`src/rtl/read_fifo_fsm.sv`:
```
`default_nettype none
// ============================================================================
// Module   : read_fifo_fsm
// Purpose  : Drains one packet of pkt_words words from a normal-mode FIFO
//            (1-cycle read latency) and presents it as a streaming source with
//            SOP/EOP framing under ready backpressure. A 2-entry register
//            buffer absorbs the FIFO read latency so the stream can run at one
//            word per cycle without losing data when the sink stalls.
// Ports    : src_clock, src_reset_n  - clock, async active-low reset
//            start, pkt_words        - launch pulse and packet length
//            fifo_q, fifo_empty      - FIFO read data / empty flag
//            rd_fifo                 - FIFO read request (combinational)
//            src_data/valid/sop/eop  - streaming source outputs
//            src_ready               - downstream accept
//            src_done, src_busy      - completion pulse / activity flag
// Revision : 1.0 - initial release
// ============================================================================
module read_fifo_fsm #(
    parameter int DATA_W = 32,
    parameter int CNT_W  = 16
) (
    input  logic              src_clock,
    input  logic              src_reset_n,
    input  logic              start,
    input  logic [CNT_W-1:0]  pkt_words,
    input  logic [DATA_W-1:0] fifo_q,
    input  logic              fifo_empty,
    output logic              rd_fifo,
    output logic [DATA_W-1:0] src_data,
    output logic              src_valid,
    output logic              src_sop,
    output logic              src_eop,
    input  logic              src_ready,
    output logic              src_done,
    output logic              src_busy
);

    typedef enum logic [1:0] {
        S_IDLE  = 2'd0,
        S_READ  = 2'd1,
        S_DRAIN = 2'd2,
        S_DONE  = 2'd3
    } state_t;

    localparam logic [CNT_W-1:0] c_ONE  = {{(CNT_W-1){1'b0}}, 1'b1};
    localparam logic [CNT_W-1:0] c_ZERO = '0;

    state_t              r_state;
    logic [1:0]          r_occ;        // words held in the output buffer
    logic                r_inflight;   // a FIFO read was issued last cycle
    logic [CNT_W-1:0]    r_rd_left;    // words still to be read from the FIFO
    logic [CNT_W-1:0]    r_tx_left;    // words still to be accepted downstream
    logic                r_first;
    logic [DATA_W-1:0]   r_buf0;       // head entry
    logic [DATA_W-1:0]   r_buf1;

    logic                w_valid;
    logic                w_pop;
    logic                w_credit_ok;
    logic                w_rd;

    assign w_valid = (r_occ != 2'd0);
    assign w_pop   = w_valid && src_ready;

    // A read may only be issued if the word it returns is guaranteed a slot:
    // words held + word already in flight - word leaving this cycle < 2.
    // Written as an addition on both sides to avoid unsigned underflow.
    assign w_credit_ok = ({1'b0, r_occ} + {2'b00, r_inflight}) < (3'd2 + {2'b00, w_pop});

    assign w_rd = (r_state == S_READ) && !fifo_empty && (r_rd_left != c_ZERO) && w_credit_ok;

    always_ff @(posedge src_clock or negedge src_reset_n) begin
        if (!src_reset_n) begin
            r_state    <= S_IDLE;
            r_occ      <= 2'd0;
            r_inflight <= 1'b0;
            r_rd_left  <= c_ZERO;
            r_tx_left  <= c_ZERO;
            r_first    <= 1'b0;
            r_buf0     <= '0;
            r_buf1     <= '0;
        end else begin
            r_inflight <= w_rd;

            // Output buffer: push the word returned by last cycle's read,
            // pop the head on an accepted beat.
            if (r_inflight && w_pop) begin
                if (r_occ == 2'd2) begin
                    r_buf0 <= r_buf1;
                    r_buf1 <= fifo_q;
                end else begin
                    r_buf0 <= fifo_q;
                end
            end else if (r_inflight) begin
                if (r_occ == 2'd0) begin
                    r_buf0 <= fifo_q;
                end else begin
                    r_buf1 <= fifo_q;
                end
                r_occ <= r_occ + 2'd1;
            end else if (w_pop) begin
                r_buf0 <= r_buf1;
                r_occ  <= r_occ - 2'd1;
            end

            if (w_pop) begin
                r_first   <= 1'b0;
                r_tx_left <= r_tx_left - c_ONE;
            end

            if (w_rd) begin
                r_rd_left <= r_rd_left - c_ONE;
            end

            case (r_state)
                S_IDLE: begin
                    // A zero-length launch is dropped without leaving IDLE.
                    if (start && (pkt_words != c_ZERO)) begin
                        r_state   <= S_READ;
                        r_rd_left <= pkt_words;
                        r_tx_left <= pkt_words;
                        r_first   <= 1'b1;
                    end
                end
                S_READ: begin
                    if (w_rd && (r_rd_left == c_ONE)) begin
                        r_state <= S_DRAIN;
                    end
                end
                S_DRAIN: begin
                    if (w_pop && (r_tx_left == c_ONE)) begin
                        r_state <= S_DONE;
                    end
                end
                S_DONE: begin
                    r_state <= S_IDLE;
                end
                default: begin
                    r_state <= S_IDLE;
                end
            endcase
        end
    end

    assign rd_fifo   = w_rd;
    assign src_data  = r_buf0;
    assign src_valid = w_valid;
    assign src_sop   = w_valid && r_first;
    assign src_eop   = w_valid && (r_tx_left == c_ONE);
    assign src_done  = (r_state == S_DONE);
    assign src_busy  = (r_state != S_IDLE);

endmodule
`default_nettype wire

```
`config.mk`:
```
export PLATFORM = sky130hd
export DESIGN_NAME = read_fifo_fsm
export DESIGN_NICKNAME = d
export VERILOG_FILES = /design/src/rtl/read_fifo_fsm.sv
export SDC_FILE = /design/constraint.sdc
export NUM_CORES = 1
export LEC_CHECK = 0
export ABC_CLOCK_PERIOD_IN_PS = 4800
export CAP_MARGIN = 30
export CELL_PAD_IN_SITES_DETAIL_PLACEMENT = 1
export CELL_PAD_IN_SITES_GLOBAL_PLACEMENT = 2
export CORE_ASPECT_RATIO = 0.8
export CORE_UTILIZATION = 44
export DETAILED_ROUTE_END_ITERATION = 6
export DONT_BUFFER_PORTS = 1
export PLACE_DENSITY = 0.95
export SYNTH_ARGS = -nofsm -noshare
export SYNTH_HDL_FRONTEND = slang
export SYNTH_SLANG_ARGS = --single-unit
```
`constraint.sdc`:
```
create_clock -name src_clock -period 4.8 [get_ports src_clock]
set_clock_uncertainty 0.15 [all_clocks]
set_input_delay 0.96 -clock src_clock [delete_from_list [all_inputs] [get_ports src_clock]]
set_output_delay 0.96 -clock src_clock [all_outputs]
set_load 0.02 [all_outputs]
```
==> results of run 1 <==
[worst max-delay path: stages, from the launching register on]
cell	delay [ps]
dfrtp_1	500
ha_1	260
ha_1	290
o21a_1	150
or3_1	510
nor2_1	460
[kinds of logic after synthesis]
group | Yosys count | share of synthesized area
adder cells (fa/ha/maj) | 12 | 0.0307
multiplexers | 65 | 0.142
XOR/XNOR | 18 | 0.0323
flip-flops | 102 | 0.522
buffers and inverters | 31 | 0.0259
AND/OR/NAND/NOR | 128 | 0.133
AO/OA/AOI/OAI | 94 | 0.115
[per-stage QoR]
| stage | std cells | hold WS (ps) | setup slack, ps |
|---|---|---|---|
| 2_1_floorplan | 450 | 288 | 1670 |
| 3_3_place_gp | 578 | 339 | 1420 |
| 3_5_place_dp | 580 | 333 | 1320 |
| 4_1_cts | 596 | 143 | 1150 |
| 5_1_grt | 596 | 132 | 1040 |
| 6_report | 596 | 151 | 1180 |
[final cells by class]
type | instances | area, um2 | area share
inverters | 9 | 33.8 | 0.00626
clock buffers | 10 | 239 | 0.0443
repair buffers | 8 | 77.6 | 0.0144
well taps | 144 | 180 | 0.0334
clock inverters | 6 | 70.1 | 0.0130
multi-input cells | 317 | 2240 | 0.416
flip-flops and latches | 102 | 2550 | 0.473
[placed cells by master, fill, tap and decap left out, drive strengths merged, types with 2 or more instances in the layout]
cell      netlist  layout
dfrtp         102     102
o21ai          41      41
o31a            2       2
a21oi          19      19
clkinvlp        0       2
nor3            7       7
o41ai           2       2
mux2           33      33
mux2i          32      32
xnor2          10      10
nor4            5       5
buf             6       8
ha             12      12
o31ai          10      10
a31oi          16      16
inv             8       9
nand2b          4       4
nor2           29      29
clkbuf         16      10
clkinv          1       3
or2             2       2
xor2            8       8
or4            15      15
nand3           3       3
or3            11      11
nand4           2       2
nand2          44      44
[flip-flops by register name, indices dropped and copies added, names as in the netlist]
name	count
r_buf1	32
src_data	32
r_rd_left	16
r_tx_left	16
r_occ	2
r_state	2
r_first	1
r_inflight	1
[power breakdown]
group	leakage, nW	switching, mW	internal (mW)
combinational	0.954	0.648	0.570
clock	0.147	0.333	0.422
sequential	1.21	0.496	1.28
[per-layer routing]
metal | global-route usage | part of all wire | vias up
li1 | - | - | 1613
met4 | 0.0563 | 0.011 | 0
met2 | 0.356 | 0.50 | 55
met1 | 0.269 | 0.44 | 1751
met5 | 0 | 0 | -
met3 | 0.0592 | 0.050 | 11
[how the worst max path moves through the flow]
| stage | startpoint | end | slack (ps) | cells after the start |
|---|---|---|---|---|
| after global placement | src_ready | src_data[9] | 1420 | 7 |
| after CTS | r_occ[0] | rd_fifo | 1150 | 5 |
| final | r_occ[0] | rd_fifo | 1180 | 5 |
| after floorplan | src_ready | rd_fifo | 1670 | 5 |
| after global routing | r_occ[0] | rd_fifo | 1040 | 5 |
| after detailed placement | src_ready | src_data[26] | 1320 | 7 |
==> run metrics, run 1 <==
status=finished clean; Synth Cell Area=0.00489 mm2; first-pass GRT wire length=18700 um; # Post-CTS Setup Buffers=0; Data arrival, critical path=2510 ps; Seq/Total Area, Yosys=0.522; Hold/Removal Path Class=in2async; post-detailed-routing wire length=11800 um; Critical Path Sink Type=primary output; vias per cell=5.76; CP Launch Type=flip-flop; pwr dens=696 mW/mm2; DRT Pass-1 Iters=4; grt ovf=0; YS warnings=0; clock root cell=clkbuf_16; Die H=96.3 um; most frequent cell after synthesis=dfrtp_1; Least-Margin Pin Slew=918 ps; Final Core Density=0.497; Clock H-tree levels=3; antenna diode count=0; cell area after layout=0.00540 mm2; EDFF count, synth=0; setup TNS=0 ps; Final Net Count=512; clk_lat worst skew=350 ps; cts hold-fix bufs=0; Async SR Flop Fraction=1.00; max-slew headroom at the worst pin=0.385; fillers=1168; Final Hold Fails=0; top cells by area, synth=dfrtp_1 (52%), mux2_2 (7.4%), mux2i_1 (6.6%); core area=0.0108 mm2; post_cts resized=0; CTS tree=done; clock tree sinks=102; Worst Path Required=3690 ps; largest net degree at the start of global routing=103; Slew Limit Fails=0; Tmin final=3620 ps; WS Path Type=reg2out; reg2reg end=src_data[9]; Starting Density=0.451; PnR Total Power=3.75 mW; die width=120 um; placed inst area=0.00509 mm2; Max Fclk=276 MHz; Num CTS Buffers=9; syn nets=515; CTS max path bufs=2; worst-path maximum fanout=9; share of cells above drive strength 1=0.148; P&R area growth vs syn=10.4%; DR WL/cell=19.7 um; Leak=2.31 nW; I/O Buffers=0; syn avg cell area=10.9 um2; top cell type's share of synthesized area=0.522; RSZ-0062 raised after global routing=false; Post-synth top flop=dfrtp_1; FF+latch count, synth=102; I/O pin count=91; GRT Util Overall=0.211; initial antenna violation count=0; dominant cell type by area after synthesis=dfrtp_1; path depth of the worst reg2reg path=7; num rows=34; top cells by count, synth=dfrtp_1 (102), nand2_1 (44), o21ai_0 (39); Synth Instances=450; reg2reg start=r_occ[0]; GP Congestion=0.836; r2r setup slk=1540 ps; Clk pin slew, worst setup/hold paths=70 ps; DRC violations left=0; # Max-Cap Violations=0; die area=0.0115 mm2; fin crit share=0.754; drt first-iter violations=158; VDD IR max=0.000228 V; DR vias=3430; final setup fails=0; vias in the first global route=3570; Final HPWL DP=8500 um; DRT antenna net count=0; synth unique cells=44
Note: power is estimated with default switching activity, not from simulation.
==> inputs of run 2 (changes only) <==
==> config.mk (replaced) <==
export PLATFORM = sky130hd
export DESIGN_NAME = read_fifo_fsm
export DESIGN_NICKNAME = d
export VERILOG_FILES = /design/src/rtl/read_fifo_fsm.sv
export SDC_FILE = /design/constraint.sdc
export NUM_CORES = 1
export LEC_CHECK = 0
export ABC_CLOCK_PERIOD_IN_PS = 3800
export CAP_MARGIN = 30
export CELL_PAD_IN_SITES_DETAIL_PLACEMENT = 1
export CELL_PAD_IN_SITES_GLOBAL_PLACEMENT = 2
export CORE_ASPECT_RATIO = 0.8
export CORE_UTILIZATION = 41
export DETAILED_ROUTE_END_ITERATION = 6
export DONT_BUFFER_PORTS = 1
export PLACE_DENSITY = 0.9
export SYNTH_ARGS = -nofsm -noshare
export SYNTH_HDL_FRONTEND = slang
export SYNTH_SLANG_ARGS = --single-unit
==> constraint.sdc (replaced) <==
create_clock -name src_clock -period 3.8 [get_ports src_clock]
set_clock_uncertainty 0.15 [all_clocks]
set_input_delay 0.76 -clock src_clock [delete_from_list [all_inputs] [get_ports src_clock]]
set_output_delay 0.76 -clock src_clock [all_outputs]
set_load 0.02 [all_outputs]
==> run 2 against run 1 <==
Worst hold slack improved by 43 ps. Non-clock buffer count shrank 1. Critical path depth unchanged. Final cell count increased by 0.50%. Clock power increased by 22%. Register-to-register slack worse by 600 ps. Die area rose by 7.2%. Combinational power grew 23%. Sequential cell count did not move. Via count is 2.7% lower. First-iteration DRC count down 9.5%.
==> run metrics, run 2 (same netlist as run 1, synthesis figures left out) <==
CTS tree=done; drt first-iter violations=143; clk_lat worst skew=340 ps; num rows=35; core area=0.0116 mm2; DRT antenna net count=0; Least-Margin Pin Slew=831 ps; # Max-Cap Violations=0; final setup fails=0; Worst Path Required=2890 ps; clock tree sinks=102; WS Path Type=reg2out; Tmin final=3420 ps; die area=0.0124 mm2; post-detailed-routing wire length=11100 um; Final HPWL DP=7810 um; # Post-CTS Setup Buffers=0; clock root cell=clkbuf_16; die width=124 um; Hold/Removal Path Class=in2async; VDD IR max=0.000309 V; antenna diode count=0; CTS max path bufs=2; multi-input logic area=0.00224 mm2; pwr dens=858 mW/mm2; fin cells=599; largest net degree at the start of global routing=103; Data arrival, critical path=2510 ps; Starting Density=0.423; post_cts resized=0; Clock H-tree levels=3; share of cells above drive strength 1=0.146; grt ovf=0; WP buf/inv=0; initial antenna violation count=0; Die H=99.7 um; cell area after layout=0.00542 mm2; P&R area growth vs syn=10.9%; cts hold-fix bufs=1; FF+latch area=0.00255 mm2; Critical Path Sink Type=primary output; Final Hold Fails=0; Max Fclk=293 MHz; Slew Limit Fails=0; commonest non-fill, non-tap cell in the layout=dfrtp_1; Num CTS Buffers=9; fillers=1261; I/O pin count=91; GP Congestion=0.795; DRC violations left=0; GRT Util Overall=0.188; max-slew headroom at the worst pin=0.442; family with the most delay on the worst path=simple AND/OR/NAND/NOR gates; Worst path slowest cell=dfrtp_1; status=finished clean; placed inst area=0.00509 mm2; CP Launch Type=flip-flop; RSZ-0062 raised after global routing=false; most frequent cells in the layout=dfrtp_1 (102), nand2_1 (44), o21ai_0 (39), mux2i_1 (32), mux2_2 (32); dpl cells=582; vias in the first global route=3438; Worst path max stage delay=500 ps; vias per cell=5.57; Clk pin slew, worst setup/hold paths=70 ps; I/O Buffers=0; DRT Pass-1 Iters=4; first-pass GRT wire length=17900 um; DR WL/cell=18.5 um; setup TNS=0 ps; CP Cell Sequence=ha_1, ha_1, o21a_1, or3_1, nor2_1; Leak=2.32 nW; Final Net Count=511; DR vias=3338; fin crit share=0.899; Most Frequent Cell on Critical Path=ha_1; worst-path maximum fanout=9
## run 2: power breakdown
| group | internal (mW) | switching, mW | total (mW) |
|---|---|---|---|
| clock network | 0.468 | 0.455 | 0.923 |
| logic | 0.712 | 0.788 | 1.50 |
| registers | 1.62 | 0.608 | 2.23 |
| total | 2.80 | 1.85 | 4.65 |
## run 2: path summary, 6_finish.rpt
check                            startpoint            to  slack, ps  cells past startpoint
worst max-delay path               r_occ[0]       rd_fifo        380                      5
min in group src_clock            r_buf1[0]     r_buf1[0]        360                      1
worst min register to register    r_buf1[0]     r_buf1[0]        360                      1
worst min-delay path            src_reset_n  src_data[30]        190                      1
worst max register to register     r_occ[0]   src_data[4]        940                      7
max in group asynchronous       src_reset_n    r_inflight       2910                      1
## run 2: worst reg2reg max path: stages (launching register included)
cell and delay, ps:
dfrtp_1 500, o21ai_2 320, clkinv_1 310, ha_1 380, o21ai_4 180, buf_4 500, mux2i_1 270, o21ai_0 110
## run 2: layout make-up
cell class | count | area share
sequential | 102 | 0.471
clock inverter | 7 | 0.0145
timing repair buffer | 7 | 0.0189
clock buffer | 9 | 0.0416
tap | 148 | 0.0342
multi-input combinational | 317 | 0.414
inverter | 9 | 0.00623
## run 2: layer usage
| metal | track usage | up-vias | routed length (um) |
|---|---|---|---|
| met3 | 0.0579 | 11 | 741 |
| met2 | 0.287 | 69 | 4980 |
| met1 | 0.258 | 1649 | 5220 |
| met5 | 0 | - | 0 |
| li1 | - | 1609 | - |
| met4 | 0.0476 | 0 | 133 |
## run 2: stage by stage
step,hold slack [ps],setup slack (ps),power [mW],utilization
2_1_floorplan,288,1040,3.32,-
3_3_place_gp,319,706,3.60,0.437
3_5_place_dp,319,680,3.75,0.440
4_1_cts,223,395,4.72,0.469
5_1_grt,225,283,5.00,0.469
6_report,194,384,4.65,0.469
